==> src/rtl/instruction_fetch_unit.sv <==
// rtl/instruction_fetch_unit.sv - PC register and single-outstanding instruction fetch sequencer
module instruction_fetch_unit #(
  parameter logic [31:0] RESET_PC = 32'h0000_0000,
  parameter int          MAX_WAIT = 15
) (
  input  logic        clk,
  input  logic        reset,
  output logic        imem_req,
  output logic [31:0] imem_addr,
  input  logic        imem_rvalid,
  input  logic [31:0] imem_rdata,
  output logic        inst_valid,
  input  logic        inst_ready,
  output logic [31:0] inst_out,
  output logic [31:0] inst_pc,
  input  logic [1:0]  redir_kind,
  input  logic [31:0] redir_imm,
  input  logic [31:0] redir_rs1,
  input  logic        halt_req,
  output logic        halted,
  output logic [1:0]  fault
);

  typedef enum logic [1:0] {
    S_REQ  = 2'd0,
    S_WAIT = 2'd1,
    S_HOLD = 2'd2,
    S_HALT = 2'd3
  } state_t;

  localparam logic [7:0] LAST_WAIT = 8'(MAX_WAIT - 1);

  state_t      state;
  logic [31:0] pc;
  logic [7:0]  wait_cnt;
  logic [31:0] target;

  // The fetch address is always the PC register; it is only meaningful while imem_req is high.
  assign imem_addr = pc;

  // Next-PC selection from the feedback presented in the accept cycle; adds wrap silently.
  always_comb begin
    target = pc + 32'd4;
    case (redir_kind)
      2'd1:    target = inst_pc + redir_imm;
      2'd2:    target = (redir_rs1 + redir_imm) & 32'hFFFF_FFFE;
      default: target = pc + 32'd4;
    endcase
  end

  // Fetch sequencer: REQ issues a single strobe, WAIT collects the word or times out,
  // HOLD presents it to decode until accepted, HALT parks until reset.
  always_ff @(posedge clk) begin
    if (reset) begin
      state      <= S_REQ;
      pc         <= RESET_PC;
      wait_cnt   <= 8'd0;
      imem_req   <= 1'b0;
      inst_valid <= 1'b0;
      inst_out   <= 32'd0;
      inst_pc    <= 32'd0;
      halted     <= 1'b0;
      fault      <= 2'd0;
    end else begin
      case (state)
        S_REQ: begin
          // Coming out of reset the strobe is raised one cycle late so outputs stay quiet in reset.
          wait_cnt <= 8'd0;
          if (imem_req) begin
            imem_req <= 1'b0;
            state    <= S_WAIT;
          end else begin
            imem_req <= 1'b1;
          end
        end
        S_WAIT: begin
          // A response on the final permitted cycle still wins over the timeout.
          if (imem_rvalid) begin
            inst_out   <= imem_rdata;
            inst_pc    <= pc;
            inst_valid <= 1'b1;
            state      <= S_HOLD;
          end else if (wait_cnt == LAST_WAIT) begin
            fault  <= 2'd2;
            halted <= 1'b1;
            state  <= S_HALT;
          end else begin
            wait_cnt <= wait_cnt + 8'd1;
          end
        end
        S_HOLD: begin
          if (inst_ready) begin
            inst_valid <= 1'b0;
            if (target[1:0] != 2'b00) begin
              // Misaligned target: keep the PC of the offending fetch and stop.
              fault  <= 2'd1;
              halted <= 1'b1;
              state  <= S_HALT;
            end else if (halt_req) begin
              pc     <= target;
              halted <= 1'b1;
              state  <= S_HALT;
            end else begin
              pc       <= target;
              imem_req <= 1'b1;
              state    <= S_REQ;
            end
          end
        end
        S_HALT: begin
          imem_req   <= 1'b0;
          inst_valid <= 1'b0;
          halted     <= 1'b1;
        end
      endcase
    end
  end

endmodule

==> config.mk <==
export PLATFORM = sky130hd
export DESIGN_NAME = instruction_fetch_unit
export DESIGN_NICKNAME = d
export VERILOG_FILES = /design/src/rtl/instruction_fetch_unit.sv
export SDC_FILE = /design/constraint.sdc
export NUM_CORES = 1
export LEC_CHECK = 0
export BUFFER_PORTS_ARGS = -buffer_cell sky130_fd_sc_hd__buf_4
export CORE_MARGIN = 5
export CORE_UTILIZATION = 45
export CTS_BUF_LIST = sky130_fd_sc_hd__clkbuf_2 sky130_fd_sc_hd__clkbuf_4 sky130_fd_sc_hd__clkbuf_8
export DETAILED_ROUTE_END_ITERATION = 8
export GPL_TIMING_DRIVEN = 0
export PLACE_DENSITY_LB_ADDON = 0.25
export SYNTH_ARGS = -nofsm -noshare
export SYNTH_HDL_FRONTEND = slang
export SYNTH_SLANG_ARGS = --single-unit
==> constraint.sdc <==
create_clock -name clk -period 3.38 [get_ports clk]
set_input_delay 0.507 -clock clk [delete_from_list [all_inputs] [get_ports clk]]
set_output_delay 0.507 -clock clk [all_outputs]
set_load 0.01 [all_outputs]
==> results.md, run 1 <==
* Run status: completed
* Post-layout nets at 1,614
* Number of nets still failing antenna checks after routing at 0
* Detail-routed via count per cell at 5.956
* Die Width at 150.4 µm
* TritonCTS clock tree: done
* Worst hold path depth at 3
* Source of the critical timing path: inst_pc[15]$_SDFFE_PP0P_
* Arr. time, crit path at 3610 ps
* Highest fanout seen on the critical path at 7
* Distinct cell type count of the synthesized netlist at 79
* Routed wire per std cell at 18.96 µm
* Setup fix buffers added after clock tree synthesis at 0
* Max-Cap Viols at 0
* Required time of the critical path at 3690 ps
* Worst IR Drop VDD at 0.3142 mV
* Leak pwr at 4.616 nW
* Layout cell share with drive strength beyond 1 at 17.94%
* Reg2reg setup slack at 80 ps
* Max-slew headroom at the worst pin at 40.09%
* Total die area at 22,630 µm²
* Min-delay src: imem_rdata[26]
* Drt drc at 0
* Fraction of the yosys area taken by sequential cells at 25.04%
* Wire length of the first global-routing pass at 49,490 µm
* Root cell of the clock tree: clkbuf_8
* Final setup viols at 0
* Gate count after technology mapping at 1,226
* Crit end category: flop
* Final cycle utilization of the critical path at 97.74%
* Clock tree buffer depth at 2
* Placer congestion estimate at 0.9478
* Origin of the critical flop-to-flop path: inst_pc[15]$_SDFFE_PP0P_
* Number of nets in the synthesized netlist at 1,401
* Min Hold Slack at 330.4 ps
* Cell Rows at 51
* Total number of vias at 10,180
* Level count of the clock H-tree at 3
* Kind of path behind the tightest hold check: in -> reg
* Final Hold Vio Count at 0
* Via count of the first global-routing pass at 9,321
* Post-CTS resize count at 1
* Critical path class: reg -> reg
* Utilization after layout at 56.23%
* Kind of launch point of the worst setup path: flop
* Number of placed instances, taps included at 1,693
* Min Clock Period, post-route at 3304 ps
* Pin count of the biggest net entering global routing at 21
* Primary flip-flop cell chosen by synthesis mapping: dfxtp_1
* FF+latch count, synth at 111
* Number of enable-type register cells in the synthesized netlist at 0
* HPWL after detailed placement at 25,190 µm
* Hold path endpoint: inst_out[26]$_SDFFE_PP0P_
* Ys Warns at 0
* Worst-margin pin slew at 898.6 ps
* GRT Residual Overflow at 0
* CTS Hold Bufs at 0
* Path depth of the worst reg2reg path at 9
* Achievable clock frequency at 0.3027 GHz
* Layout Cells excl Fill at 1,709
* First-iteration detailed-routing DRC count at 957
* GRT Resource Usage Total at 27.59%
* Clock network latency to the later pin of the worst-skew pair at 420 ps
* RSZ-0062 raised after global routing: no
* Mean instance size in the synthesized netlist at 7.240 µm²
* Initial Util at 45.61%
* TNS Setup at 0 ps
* Clock net sink count at 111
* Cell Pwr Density at 333.5 nW/µm²
* Number of clock buffers inserted by TritonCTS at 9
* First-pass DRT Iterations at 8
* Overall Power at 3.649 mW
* Number of pins exceeding their max-slew limit in the final report at 0
* Core outline area at 19,460 µm²
* Wirelength, routed at 32,410 µm
* Worst-case clock skew at 23.95 ps
* Summed instance area of the synthesized netlist at 8876 µm²
* Number of antenna violations at the first check in global routing at 0
* Async set or reset register ratio after synthesis at 0%
* Diodes inserted at 0
* Synth-to-Final Area Change at 23.29%
* Number of I/O port buffers at 202
* Number of top-level pins at 204
* DIE HEIGHT at 150.4 µm
* Clock transition time at the flip-flop clock pins of the worst setup and hold paths at 130 ps
* Critical R2R Capture: imem_addr[27]$_SDFFE_PP0P_
synth_stat cells, drive strengths merged (5+ instances only):
library cell  count  area [µm²]
a21oi           167       839.6
nand4            21       137.6
o21ai            78       390.4
a31oi            20       131.4
and3             19       118.9
nor4              5       31.28
nand3            49       245.2
or3              10       62.56
xor2             16       140.1
a41oi             6       52.55
a211oi           11       87.58
nand2           221       829.6
inv              21       78.83
buf              13       57.55
and2              7       43.80
a21o             36       272.8
o31ai             5       37.54
nor2b             6       37.54
ha               70       875.8
nor2             73       274.0
mux2i            11       110.1
o221ai            5       43.79
nand2b           16       100.1
o2111ai           5       43.79
o21bai            8       63.81
and4              7       61.31
xnor2            26       227.7
clkbuf           56       211.5
or2               9       56.30
o211ai           11       87.58
a221oi            9       78.83
nor3             24       136.4
o21a             11       82.58
dfxtp           111        2222
critical path, cell delays in order, from the launching register on:
cell      delay [ps]
dfxtp_1          350
ha_1             450
nand4_1          220
nor4_1           750
a32o_1           310
a2111o_1         280
a31oi_2          130
xnor2_1          170
a221o_1          360
o21a_1           170
through the flow:
stage,setup slack (ps),cell area [µm²]
after floorplan,571.1,8876
after global placement,-328.4,10720
after detailed placement,-341.6,10720
after CTS,32.09,10930
after global routing,25.38,10940
final,76.34,10940
area by class of cell:
type                    instances  area [µm²]
plain buffers                  69       269.0
clock buffers                  10       137.6
clock inverters                 6       60.06
fillers                      1949        8519
inverters                      22       82.58
multi-input cells            1024        6324
flip-flops and latches        111        2222
well taps                     265       331.6
repair buffers                202        1516
flip-flops by register name, indices dropped and copies added, names as in the netlist, 2 cells and up:
register and cells:
wait_cnt 8, state 2, inst_out 32, inst_pc 32, imem_addr 32, fault 2
cells in the final DEF, fill, tap and decap left out, drive strengths merged, types with 9 or more instances in the layout:
cell / netlist / final
a221oi: 9 / 9
o21ai: 78 / 78
a21oi: 167 / 167
clkbuf: 56 / 66
nand2b: 16 / 16
ha: 70 / 70
mux2i: 11 / 11
a31oi: 20 / 20
dfxtp: 111 / 111
and3: 19 / 19
xnor2: 26 / 26
o211ai: 11 / 11
a21o: 36 / 36
nand2: 221 / 221
nand4: 21 / 21
or3: 10 / 10
nor3: 24 / 24
xor2: 16 / 16
buf: 13 / 215
nand3: 49 / 49
a211oi: 11 / 11
nor2: 73 / 73
inv: 21 / 24
o21a: 11 / 11
or2: 9 / 9
kinds of logic after synthesis:
group,share of synthesized area [%]
DFF,25.04
muxes,1.621
xor gates and xnor gates,4.144
adders and majority gates,10.32
buffers and inverters,3.961
and+or+nand+nor,25.05
AOI/OAI and AO/OA,29.87
worst max-delay path by stage:
| stage | endpoint | slack, ps | depth (start not counted) |
|---|---|---|---|
| floorplan | imem_addr[17]$_SDFFE_PP0P_ | 570 | 12 |
| global placement | imem_addr[22]$_SDFFE_PP0P_ | -330 | 12 |
| detailed placement | imem_addr[22]$_SDFFE_PP0P_ | -340 | 12 |
| CTS | imem_addr[22]$_SDFFE_PP0P_ | 30 | 11 |
| global route | imem_addr[15]$_SDFFE_PP0P_ | 30 | 11 |
| finish | imem_addr[27]$_SDFFE_PP0P_ | 80 | 9 |
power breakdown:
group / leakage [nW] / internal [mW] / switching [mW]
clock network: 0.101 / 0.307 / 0.566
logic: 3.62 / 0.503 / 0.825
registers: 0.897 / 1.39 / 0.0553
per-layer routing:
layer / global-route usage (%) / vias up / wire length (µm)
met3: 6.382 / 67 / 3685
met4: 8.737 / 0 / 849
met5: 0 / - / 0
met1: 36.68 / 4695 / 13350
li1: - / 4905 / -
met2: 44.36 / 512 / 14520
(Power assumes the default switching activity.)
==> run 2, diff against run 1 <==
ABC_AREA = 1   (was default)
==> run 2 against run 1 <==
Compared with the run above:
- count of clock-buffer cells in the layout is 1 lower
- synthesized area is 12% higher
- worst hold slack worse by 4.1 ps
- clock skew is 2.4 ps higher
- sequential share of layout area is 1.8 points lower
- largest cell class unchanged
- worst setup slack better by 540 ps
- synthesized cell count is 39% higher
- flip-flop and latch count stayed put
- final cell count is 29% higher
- final area is 9.7% higher
- first-iteration DRC count is 8.7% higher
- maximum frequency is 20% higher
==> results.md, run 2 <==
* Run status: completed
* Wire length of the first global-routing pass at 55,250 µm (+12%)
* Footprint of the multi-input gates at 6546 µm² (+3.5%)
* Crit path max-delay cell type: fa_1
* CTS Hold Bufs at 0 (unchanged)
* TNS Setup at 0 ps (unchanged)
* Placer congestion estimate at 0.9972 (+5.2%)
* Primary flip-flop cell chosen by synthesis mapping: dfxtp_1
* Area contributors post-synth: dfxtp_1 22%, nand2_1 18%, inv_1 9.4%, ha_1 8.8%, nor2_1 7.6%
* Highest fanout seen on the critical path at 10 (+3)
* Number of pins exceeding their max-slew limit in the final report at 0 (unchanged)
* Clock share of power at 16.6% (-7.3 points)
* Most frequent cells in the layout: 488 x nand2_1, 248 x inv_1, 205 x buf_4
* Number of nets still failing antenna checks after routing at 0 (unchanged)
* Mean instance size in the synthesized netlist at 5.818 µm² (-20%)
* Number of top-level pins at 204 (unchanged)
* Diodes inserted at 0 (unchanged)
* Initial Util at 45.65% (about the same)
* Crit end category: flop
* Register area at 2222 µm² (unchanged)
* FF+latch count, synth at 111 (unchanged)
* DIE HEIGHT at 158.6 µm (+5.4%)
* Number of fillers in the final layout at 2,286 (+17%)
* Post-CTS resize count at 0 (-1)
* Core outline area at 21,760 µm² (+12%)
* Library cell occupying the most area in the post-synthesis netlist: dfxtp_1
* Number of clock buffers inserted by TritonCTS at 9 (unchanged)
* Max-Cap Viols at 0 (unchanged)
* Worst-case clock skew at 26.32 ps (+2.377 ps)
* Worst stage delay on the critical path at 480 ps (-270 ps)
* Number of enable-type register cells in the synthesized netlist at 0 (unchanged)
* Distinct cell type count of the synthesized netlist at 50 (-37%)
* Gate count after technology mapping at 1,707 (+39%)
* TritonCTS clock tree: done
* Portion of synthesized cell area occupied by the leading cell type at 22.38% (-2.7 points)
* Detail-routed via count per cell at 5.333 (-10%)
* Most frequent cells after synthesis: 488 x nand2_1, 248 x inv_1, 202 x nor2_1, 134 x a21oi_1
* Number of nets in the synthesized netlist at 1,882 (+34%)
* Required time of the critical path at 3700 ps (about the same)
* Clock transition time at the flip-flop clock pins of the worst setup and hold paths at 130 ps (about the same)
* Cell Rows at 54 (+5.9%)
* Clock net sink count at 111 (unchanged)
* Clock tree buffer depth at 2 (unchanged)
* Min Clock Period, post-route at 2764 ps (-539.6 ps)
* Worst-margin pin slew at 676.7 ps (-221.9 ps)
* Max-slew headroom at the worst pin at 54.89% (+15 points)
* Via count of the first global-routing pass at 10,900 (+17%)
* Routed wire per std cell at 16.41 µm (-13%)
* Wirelength, routed at 36,190 µm (+12%)
* Drt drc at 0 (unchanged)
* HPWL after detailed placement at 30,440 µm (+21%)
* Commonest non-fill, non-tap cell in the layout: nand2_1
* Cell type group with the largest total delay on the critical path: adder cells
* Final cycle utilization of the critical path at 81.78% (-16 points)
* Leak pwr at 6.190 nW (+34%)
* Pin count of the biggest net entering global routing at 23 (+9.5%)
* Achievable clock frequency at 0.3618 GHz (+20%)
* Total die area at 25,140 µm² (+11%)
* Critical path class: reg -> reg
* Synth-to-Final Area Change at 20.89%
* Async set or reset register ratio after synthesis at 0% (unchanged)
* Final Hold Vio Count at 0 (unchanged)
* Buffers & Inverters on Critical Path at 4 (+4)
* Power share of the combinational group at 49.5% (+13 points)
* Root cell of the clock tree: clkbuf_8
* Total number of vias at 11,760 (+16%)
* Internal power contribution at 2.741 mW (+24%)
* Fraction of the yosys area taken by sequential cells at 22.38% (-2.7 points)
* GRT Residual Overflow at 0 (unchanged)
* Part of the power in registers at 33.9% (-5.7 points)
* GRT Resource Usage Total at 27.99% (+0.40 points)
* Die Width at 158.6 µm (+5.4%)
* Most frequent cell after synthesis: nand2_1
* Power dissipated by switching net loads at 2.251 mW (+56%)
* Most repeated library cell on the critical path: inv_1
* Arr. time, crit path at 3080 ps (-530 ps)
* Final setup viols at 0 (unchanged)
* Critical Path, Cell by Cell: ha_1 > inv_1 > fa_1 > inv_1 > o21ai_0 > a32oi_2 > nor2_4 > nand2_4 > inv_4 > buf_2 > nand3_1 > a21oi_1
* Post-layout nets at 2,095 (+30%)
* Number of I/O port buffers at 202 (unchanged)
* Cell Pwr Density at 415.8 nW/µm² (+25%)
* First-iteration detailed-routing DRC count at 1,040 (+8.7%)
* RSZ-0062 raised after global routing: no
* Level count of the clock H-tree at 3 (unchanged)
* Clock network latency to the later pin of the worst-skew pair at 410 ps (about the same)
* Setup fix buffers added after clock tree synthesis at 0 (unchanged)
* Kind of launch point of the worst setup path: flop
* First-pass DRT Iterations at 6 (-2)
* Worst IR Drop VDD at 0.3434 mV (+9.3%)
* Switching power share of the total at 45.09% (+5.4 points)
* Kind of path behind the tightest hold check: in -> reg
* Number of antenna violations at the first check in global routing at 0 (unchanged)
* Summed instance area of the synthesized netlist at 9931 µm² (+12%)
* Utilization after layout at 55.18% (-1.0 points)
* Layout cell share with drive strength beyond 1 at 15.06% (-2.9 points)
* Ys Warns at 0 (unchanged)
[run 2: cell count changes after synthesis, sizes merged, moves of 14 or more]
cell	before	now
nor2	73	215
a31oi	20	6
nand2b	16	0
nand3	49	119
nand2	221	494
o21ai	78	139
and3	19	0
clkbuf	56	23
xnor2	26	2
a21o	36	0
inv	21	258
a21oi	167	135
[run 2: path summary, 6_finish.rpt]
| path | from | cells after the start | slack [ps] | end |
|---|---|---|---|---|
| max | inst_pc[0]$_SDFFE_PP0P_ | 12 | 620 | imem_addr[19]$_SDFFE_PP0P_ |
| min | reset | 2 | 330 | imem_addr[29]$_SDFFE_PP0P_ |
| max reg2reg | inst_pc[0]$_SDFFE_PP0P_ | 12 | 620 | imem_addr[19]$_SDFFE_PP0P_ |
| min reg2reg | fault[0]$_SDFFE_PP0P_ | 2 | 480 | fault[0]$_SDFFE_PP0P_ |
[run 2: cell families (layout without fill, tap and decap cells)]
| family | count (synthesis) | in the layout | synth area share [%] |
|---|---|---|---|
| AOI/OAI and AO/OA | 299 | 299 | 15.80 |
| xor gates and xnor gates | 19 | 19 | 1.676 |
| adders and majority gates | 72 | 72 | 9.223 |
| buffers and inverters | 301 | 519 | 11.70 |
| DFF | 111 | 111 | 22.38 |
| and+or+nand+nor | 905 | 905 | 39.22 |
[run 2: cell type report]
type | instances | share of cell area, %
tap | 280 | 2.918
multi-input combinational | 1295 | 54.53
sequential | 111 | 18.51
buffer | 42 | 1.563
inverter | 259 | 8.119
clock inverter | 7 | 0.6983
timing repair buffer | 202 | 12.63
clock buffer | 9 | 1.032
[run 2: stage by stage]
stage / area (µm²) / hold WS (ps) / power, mW / setup slack (ps) / cells
after floorplan: 9931 / 447.3 / 3.231 / 1182 / 1707
after global placement: 11800 / 458.7 / 4.127 / 577.4 / 2189
after detailed placement: 11800 / 457.8 / 4.165 / 581.2 / 2189
after CTS: 12010 / 322.1 / 4.994 / 674.2 / 2205
after global routing: 12010 / 321.7 / 5.385 / 517.2 / 2205
final: 12010 / 326.3 / 4.992 / 616.0 / 2205
[run 2: power by group through the flow]
stage / combinational (mW) / clock (mW) / sequential (mW)
after floorplan: 1.49 / 0 / 1.74
after global placement: 2.42 / 0 / 1.71
after detailed placement: 2.45 / 0 / 1.72
after CTS: 2.46 / 0.846 / 1.69
after global routing: 2.77 / 0.900 / 1.71
final: 2.47 / 0.828 / 1.69
[run 2: layer usage]
metal | GRT usage, % | routed length, µm
met1 | 35.52 | 15210
met2 | 47.67 | 16730
met3 | 4.566 | 2936
met4 | 10.60 | 1312
met5 | 0 | 0
